[config.mk]
export PLATFORM = sky130hd
export DESIGN_NAME = bf_stdout_uart
export DESIGN_NICKNAME = d
export VERILOG_FILES = /design/src/rtl/bf_pkg.sv /design/src/rtl/bf_sync_fifo.sv /design/src/rtl/bf_stdout_uart.sv
export SDC_FILE = /design/constraint.sdc
export NUM_CORES = 1
export LEC_CHECK = 0
export CAP_MARGIN = 20
export CORE_MARGIN = 5
export CORE_UTILIZATION = 30
export CTS_CLUSTER_DIAMETER = 200
export DETAILED_ROUTE_END_ITERATION = 7
export SLEW_MARGIN = 30
export SYNTH_ARGS = -nofsm -noshare
export SYNTH_HDL_FRONTEND = slang
export SYNTH_SLANG_ARGS = --single-unit
[constraint.sdc]
create_clock -name clk -period 5.2 [get_ports clk]
set_input_delay 1.04 -clock clk [delete_from_list [all_inputs] [get_ports clk]]
set_output_delay 1.04 -clock clk [all_outputs]
set_load 0.02 [all_outputs]
[src/rtl/bf_pkg.sv]
// Shared definitions for the brainfuck processor and its peripherals:
// UART framing constants, the UART FSM state type and the opcode characters.
package bf_pkg;

  typedef enum logic [1:0] {
    IDLE  = 2'd0,
    START = 2'd1,
    DATA  = 2'd2,
    STOP  = 2'd3
  } uart_state_t;

  localparam logic UART_IDLE_LEVEL  = 1'b1;
  localparam logic UART_START_LEVEL = 1'b0;
  localparam logic UART_STOP_LEVEL  = 1'b1;
  localparam int   UART_DATA_BITS   = 8;
  localparam int   UART_STOP_BITS   = 1;

  localparam logic [7:0] OP_INC        = 8'h2B;  // '+'
  localparam logic [7:0] OP_DEC        = 8'h2D;  // '-'
  localparam logic [7:0] OP_LEFT       = 8'h3C;  // '<'
  localparam logic [7:0] OP_RIGHT      = 8'h3E;  // '>'
  localparam logic [7:0] OP_LOOP_BEGIN = 8'h5B;  // '['
  localparam logic [7:0] OP_LOOP_END   = 8'h5D;  // ']'
  localparam logic [7:0] OP_OUTPUT     = 8'h2E;  // '.'
  localparam logic [7:0] OP_INPUT      = 8'h2C;  // ','

endpackage

[src/rtl/bf_sync_fifo.sv]
// Single-clock FIFO with push/pop, full/empty flags and an occupancy count.
// A push into a full FIFO is accepted when a pop happens in the same cycle.
module bf_sync_fifo #(
  parameter int WIDTH = 8,
  parameter int DEPTH = 16
) (
  input  logic                       clk,
  input  logic                       rst_n,
  input  logic                       push,
  input  logic [WIDTH-1:0]           push_data,
  input  logic                       pop,
  output logic [WIDTH-1:0]           pop_data,
  output logic                       full,
  output logic                       empty,
  output logic [$clog2(DEPTH):0]     level
);

  localparam int AW = $clog2(DEPTH);
  localparam int LW = AW + 1;

  logic [WIDTH-1:0] mem_r [DEPTH];
  logic [AW-1:0]    wr_ptr_r;
  logic [AW-1:0]    rd_ptr_r;
  logic [LW-1:0]    level_r;
  logic             full_s;
  logic             empty_s;
  logic             do_push_s;
  logic             do_pop_s;

  assign full_s    = (level_r == LW'(DEPTH));
  assign empty_s   = (level_r == LW'(0));
  assign do_pop_s  = pop && !empty_s;
  assign do_push_s = push && (!full_s || do_pop_s);

  // Pointer and occupancy bookkeeping; pointers wrap naturally.
  always_ff @(posedge clk or negedge rst_n) begin
    if (!rst_n) begin
      wr_ptr_r <= AW'(0);
      rd_ptr_r <= AW'(0);
      level_r  <= LW'(0);
    end else begin
      if (do_push_s) begin
        wr_ptr_r <= wr_ptr_r + AW'(1);
      end
      if (do_pop_s) begin
        rd_ptr_r <= rd_ptr_r + AW'(1);
      end
      case ({do_push_s, do_pop_s})
        2'b10:   level_r <= level_r + LW'(1);
        2'b01:   level_r <= level_r - LW'(1);
        default: level_r <= level_r;
      endcase
    end
  end

  // Storage array; contents need no reset since level gates every read.
  always_ff @(posedge clk) begin
    if (do_push_s) begin
      mem_r[wr_ptr_r] <= push_data;
    end
  end

  assign pop_data = mem_r[rd_ptr_r];
  assign full     = full_s;
  assign empty    = empty_s;
  assign level    = level_r;

endmodule

[src/rtl/bf_stdout_uart.sv]
// Processor stdout sink: edge-detects the output strobe, buffers bytes in a
// FIFO and serialises them on an 8N1 UART line with back-to-back frames.
module bf_stdout_uart
  import bf_pkg::*;
#(
  parameter int CLK_DIV    = 16,
  parameter int FIFO_DEPTH = 16
) (
  input  logic                          clk,
  input  logic                          reset,
  input  logic [7:0]                    stdout,
  input  logic                          stdout_en,
  output logic                          tx,
  output logic                          busy,
  output logic                          fifo_full,
  output logic                          overflow,
  output logic [$clog2(FIFO_DEPTH):0]   level
);

  localparam int BAUD_W = $clog2(CLK_DIV);
  localparam int LVL_W  = $clog2(FIFO_DEPTH) + 1;
  localparam logic [BAUD_W-1:0] BAUD_LAST = BAUD_W'(CLK_DIV - 1);
  localparam logic [2:0]        BIT_LAST  = 3'(UART_DATA_BITS - 1);

  uart_state_t       state_r;
  uart_state_t       state_s;
  logic [BAUD_W-1:0] baud_r;
  logic [BAUD_W-1:0] baud_s;
  logic [2:0]        bit_r;
  logic [2:0]        bit_s;
  logic [7:0]        shift_r;
  logic [7:0]        shift_s;
  logic              tx_r;
  logic              tx_s;
  logic              en_q_r;
  logic              overflow_r;
  logic              push_req_s;
  logic              pop_s;
  logic              baud_last_s;
  logic              fifo_empty_s;
  logic              fifo_full_s;
  logic [7:0]        head_s;
  logic [LVL_W-1:0]  level_s;

  // Only the rising edge of the strobe pushes, however long it is held.
  assign push_req_s  = stdout_en && !en_q_r;
  assign baud_last_s = (baud_r == BAUD_LAST);

  bf_sync_fifo #(
    .WIDTH (8),
    .DEPTH (FIFO_DEPTH)
  ) u_fifo (
    .clk       (clk),
    .rst_n     (reset),
    .push      (push_req_s),
    .push_data (stdout),
    .pop       (pop_s),
    .pop_data  (head_s),
    .full      (fifo_full_s),
    .empty     (fifo_empty_s),
    .level     (level_s)
  );

  // Next-state, baud/bit counting and shifting for the transmitter.
  always_comb begin
    state_s = state_r;
    baud_s  = baud_r;
    bit_s   = bit_r;
    shift_s = shift_r;
    pop_s   = 1'b0;
    case (state_r)
      IDLE: begin
        baud_s = BAUD_W'(0);
        if (!fifo_empty_s) begin
          pop_s   = 1'b1;
          shift_s = head_s;
          bit_s   = 3'd0;
          state_s = START;
        end else begin
          state_s = IDLE;
        end
      end
      START: begin
        if (baud_last_s) begin
          baud_s  = BAUD_W'(0);
          state_s = DATA;
        end else begin
          baud_s = baud_r + BAUD_W'(1);
        end
      end
      DATA: begin
        if (baud_last_s) begin
          baud_s  = BAUD_W'(0);
          shift_s = {1'b0, shift_r[7:1]};
          if (bit_r == BIT_LAST) begin
            state_s = STOP;
          end else begin
            bit_s = bit_r + 3'd1;
          end
        end else begin
          baud_s = baud_r + BAUD_W'(1);
        end
      end
      STOP: begin
        // Chain straight into the next start bit when more bytes wait.
        if (baud_last_s) begin
          baud_s = BAUD_W'(0);
          if (!fifo_empty_s) begin
            pop_s   = 1'b1;
            shift_s = head_s;
            bit_s   = 3'd0;
            state_s = START;
          end else begin
            state_s = IDLE;
          end
        end else begin
          baud_s = baud_r + BAUD_W'(1);
        end
      end
      default: begin
        state_s = IDLE;
        baud_s  = BAUD_W'(0);
      end
    endcase

    case (state_s)
      START:   tx_s = UART_START_LEVEL;
      DATA:    tx_s = shift_s[0];
      STOP:    tx_s = UART_STOP_LEVEL;
      default: tx_s = UART_IDLE_LEVEL;
    endcase
  end

  // Transmitter state and registered line level.
  always_ff @(posedge clk or negedge reset) begin
    if (!reset) begin
      state_r <= IDLE;
      baud_r  <= BAUD_W'(0);
      bit_r   <= 3'd0;
      shift_r <= 8'h00;
      tx_r    <= UART_IDLE_LEVEL;
    end else begin
      state_r <= state_s;
      baud_r  <= baud_s;
      bit_r   <= bit_s;
      shift_r <= shift_s;
      tx_r    <= tx_s;
    end
  end

  // Strobe history and sticky drop flag.
  always_ff @(posedge clk or negedge reset) begin
    if (!reset) begin
      en_q_r     <= 1'b0;
      overflow_r <= 1'b0;
    end else begin
      en_q_r <= stdout_en;
      if (push_req_s && fifo_full_s && !pop_s) begin
        overflow_r <= 1'b1;
      end
    end
  end

  assign tx        = tx_r;
  assign busy      = (state_r != IDLE) || (level_s != LVL_W'(0));
  assign fifo_full = fifo_full_s;
  assign overflow  = overflow_r;
  assign level     = level_s;

endmodule

==> metrics.txt <==
ANT nets after route 0; routed wire length 14100 µm; HPWL Detailed between 9000 and 10000 µm; Top Metal Used met4; clk slew on worst S/H paths 0.07 ns; final period utilization 0.702; Crit path required time around 5.6 ns; Clock Latency Late Sink approximately 0.43 ns; Fillers 2129; Worst Setup SP state_r[1]; crit path max fanout 10; Max-slew headroom 0.346; die extent in x 162 µm; post-CTS sizing 0; sequential power share 0.424; most frequent cells in the layout edfxtp_1 (128), dfrtp_1 (31), nand2_1 (22), mux2i_1 (21); Distinct cells, synth 50; WL met3 753 µm; TritonCTS clock tree yes; detailed router's first-iteration violation count 295; setup repair bufs after CTS 0; largest net degree at the start of global routing 34; max_cap viols 0; worst r2r src state_r[1]; Syn Inst Count 425; share of layout cells above drive strength 1 0.150; Critical Path Source Type flop; hold crit path type flop to flop; DIE AREA 0.0263 mm²; Switching Share 0.342; pwr/cell area 528 mW/mm²; VDD IR max 0.230 mV; H-tree Lvls 4; root buf cell clkbuf_16; Pins Over Slew Limit 0; syn nets 452; overall routing resource usage 0.114; initial antenna violation count 0; nets 474; Clock Sinks 161; area of the multi-input gates 0.00211 mm²; Post-Route M1 WL 6100 µm; Pint 2790 µW; Vias/cell 5.06; crit path capture type flop; most common cell after layout, fill and taps aside edfxtp_1; critical-path cell list inv_1, ha_1, a41oi_1, o211ai_1, nor2b_1, inv_1, ha_1, xor2_1, ha_1, o21a_1, o21ai_0, o21bai_1, mux2i_1, xnor2_1; Ant. Diodes 0; GP Congestion 0.815; Final Hold Fails 0; final core occ 0.353; P_sw 1450 µW; die height between 150 and 200 µm; Met2 Routed Length 6880 µm; path type of the worst setup path flop to flop; GR Overflow Total 0; PortBufs 19; RSZ-0062 raised after global routing false; final setup vio count 0; fmax 274 MHz; row cnt between 50 and 60; Logic pwr share 0.288; Starting Density 0.306; register bit total from synthesis 161; clock buffer depth 2; Syn Std Cell Area 0.00694 mm²; sequential share of the synthesized area 0.673; via count ~3800; Setup Skew 0.0122 ns; WL/cell 18.9 µm; Buf/Inv on CP 2; core area 0.0227 mm²; IO Pins 20; Most common cell on crit path ha_1; Initial DRT Pass Iterations 4; Lkg Pwr 0.00279 µW; Worst Tran Pin Value 0.978 ns; clock buffer count from CTS 17; Final min period 3.65 ns; Slowest cell on crit path nor2b_1; vias in the first global route 3904; CP arrival around 4 ns; warning count from the yosys run 0; Reg area 0.00467 mm²; EDFF count, synth 128; Syn Area/Cell 16.3 µm²; Post-synth ARST share 0.205; hold_sp overflow; setup TNS 0 ns; Clk network pwr share 0.289; top cell family by delay on the critical path adder cells; Area Growth Syn to Fin 15.4%; Top FF cell, synth edfxtp_1; max incr delay on CP 0.53 ns; # hold bufs at CTS 0; drt drc 0; global-route wire length before repair 22600 µm; outcome completed
==> cells by family after synthesis <==
group,Yosys count,share of synthesized area
buf+inv,33,0.0247
compound gates,77,0.0795
mux,50,0.124
fa+ha+maj,16,0.0288
simple gates,75,0.0535
flops,161,0.673
xor+xnor,13,0.0164
==> layout make-up <==
cell class                 instances  area share
sequential                       161       0.583
clock buffer                      17      0.0531
multi-input combinational        231       0.263
tap                              285      0.0445
timing repair buffer              26      0.0303
clock inverter                    15      0.0209
inverter                          10     0.00468
==> power groups by stage <==
stage          registers (µW)  clock network [µW]  logic [µW]
2_1_floorplan            1700                   0        1000
3_3_place_gp             1810                   0        1190
3_5_place_dp             1820                   0        1220
4_1_cts                  1790                1250        1230
5_1_grt                  1820                1310        1340
6_report                 1790                1220        1220
==> registers in the layout (all words and copies together), names as in the netlist <==
register and cells:
tx 1, bit_r 3, u_fifo.mem_r 128, u_fifo.level 5
shift_r 8, en_q_r 1, state_r 2, u_fifo.rd_ptr_r 4
u_fifo.wr_ptr_r 4, overflow 1, baud_r 4
==> worst paths after layout <==
| path | end | slack [ns] | cells after the start |
|---|---|---|---|
| setup / recovery | u_fifo.level[4] | 1.55 | 14 |
| hold / removal | overflow | 0.49 | 1 |
| setup reg to reg | u_fifo.level[4] | 1.55 | 14 |
| hold reg to reg | overflow | 0.49 | 1 |
| max in group asynchronous | tx | 3.82 | 2 |
| min in group asynchronous | u_fifo.wr_ptr_r[3] | 1.03 | 2 |
==> worst register-to-register path: stages (launching register included) <==
cell and delay, ns:
dfrtp_1 0.43, inv_1 0.13, ha_1 0.41, a41oi_1 0.18, o211ai_1 0.26, nor2b_1 0.53, inv_1 0.13, ha_1 0.34
xor2_1 0.21, ha_1 0.24, o21a_1 0.17, o21ai_0 0.14, o21bai_1 0.09, mux2i_1 0.18, xnor2_1 0.14
==> synth_stat cells, drive strengths merged, types with 2 or more instances <==
| cell type | number | area [µm²] |
|---|---|---|
| edfxtp | 128 | 3840 |
| dfrtp | 32 | 801 |
| mux4 | 26 | 619 |
| nor2 | 23 | 86.3 |
| nand2 | 22 | 82.6 |
| mux2i | 21 | 210 |
| a21oi | 16 | 80.1 |
| ha | 16 | 200 |
| o21ai | 14 | 70.1 |
| buf | 13 | 95.1 |
| clkbuf | 10 | 38.8 |
| inv | 10 | 37.5 |
| a22oi | 9 | 72.6 |
| a22o | 8 | 70.1 |
| o211ai | 8 | 60.1 |
| xnor2 | 8 | 70.1 |
| nor3 | 7 | 40.0 |
| o2111ai | 7 | 61.3 |
| nand2b | 6 | 37.5 |
| xor2 | 5 | 43.8 |
| nor2b | 4 | 25.0 |
| and2 | 3 | 18.8 |
| mux2 | 3 | 33.8 |
| nand4 | 3 | 18.8 |
| o21bai | 3 | 22.5 |
| a21o | 2 | 15.0 |
| and3 | 2 | 12.5 |
| nor3b | 2 | 15.0 |
==> per-stage QoR <==
stage	hold slack [ns]	instance area, µm²	power [µW]	worst slack (ns)	instances
after CTS	0.488	8000	4270	1.54	745
after global routing	0.514	8010	4480	1.11	745
after floorplan	0.460	6940	2700	2.02	425
after global placement	0.462	7410	3000	1.48	713
final	0.487	8010	4230	1.55	745
after detailed placement	0.468	7410	3040	1.37	713
==> layer usage <==
metal  track usage  vias up
li1              -     1713
met3        0.0269       22
met5             0        -
met4        0.0554        0
met2         0.184       91
met1         0.145     1944
No activity file was read; power rests on OpenSTA's default activity.
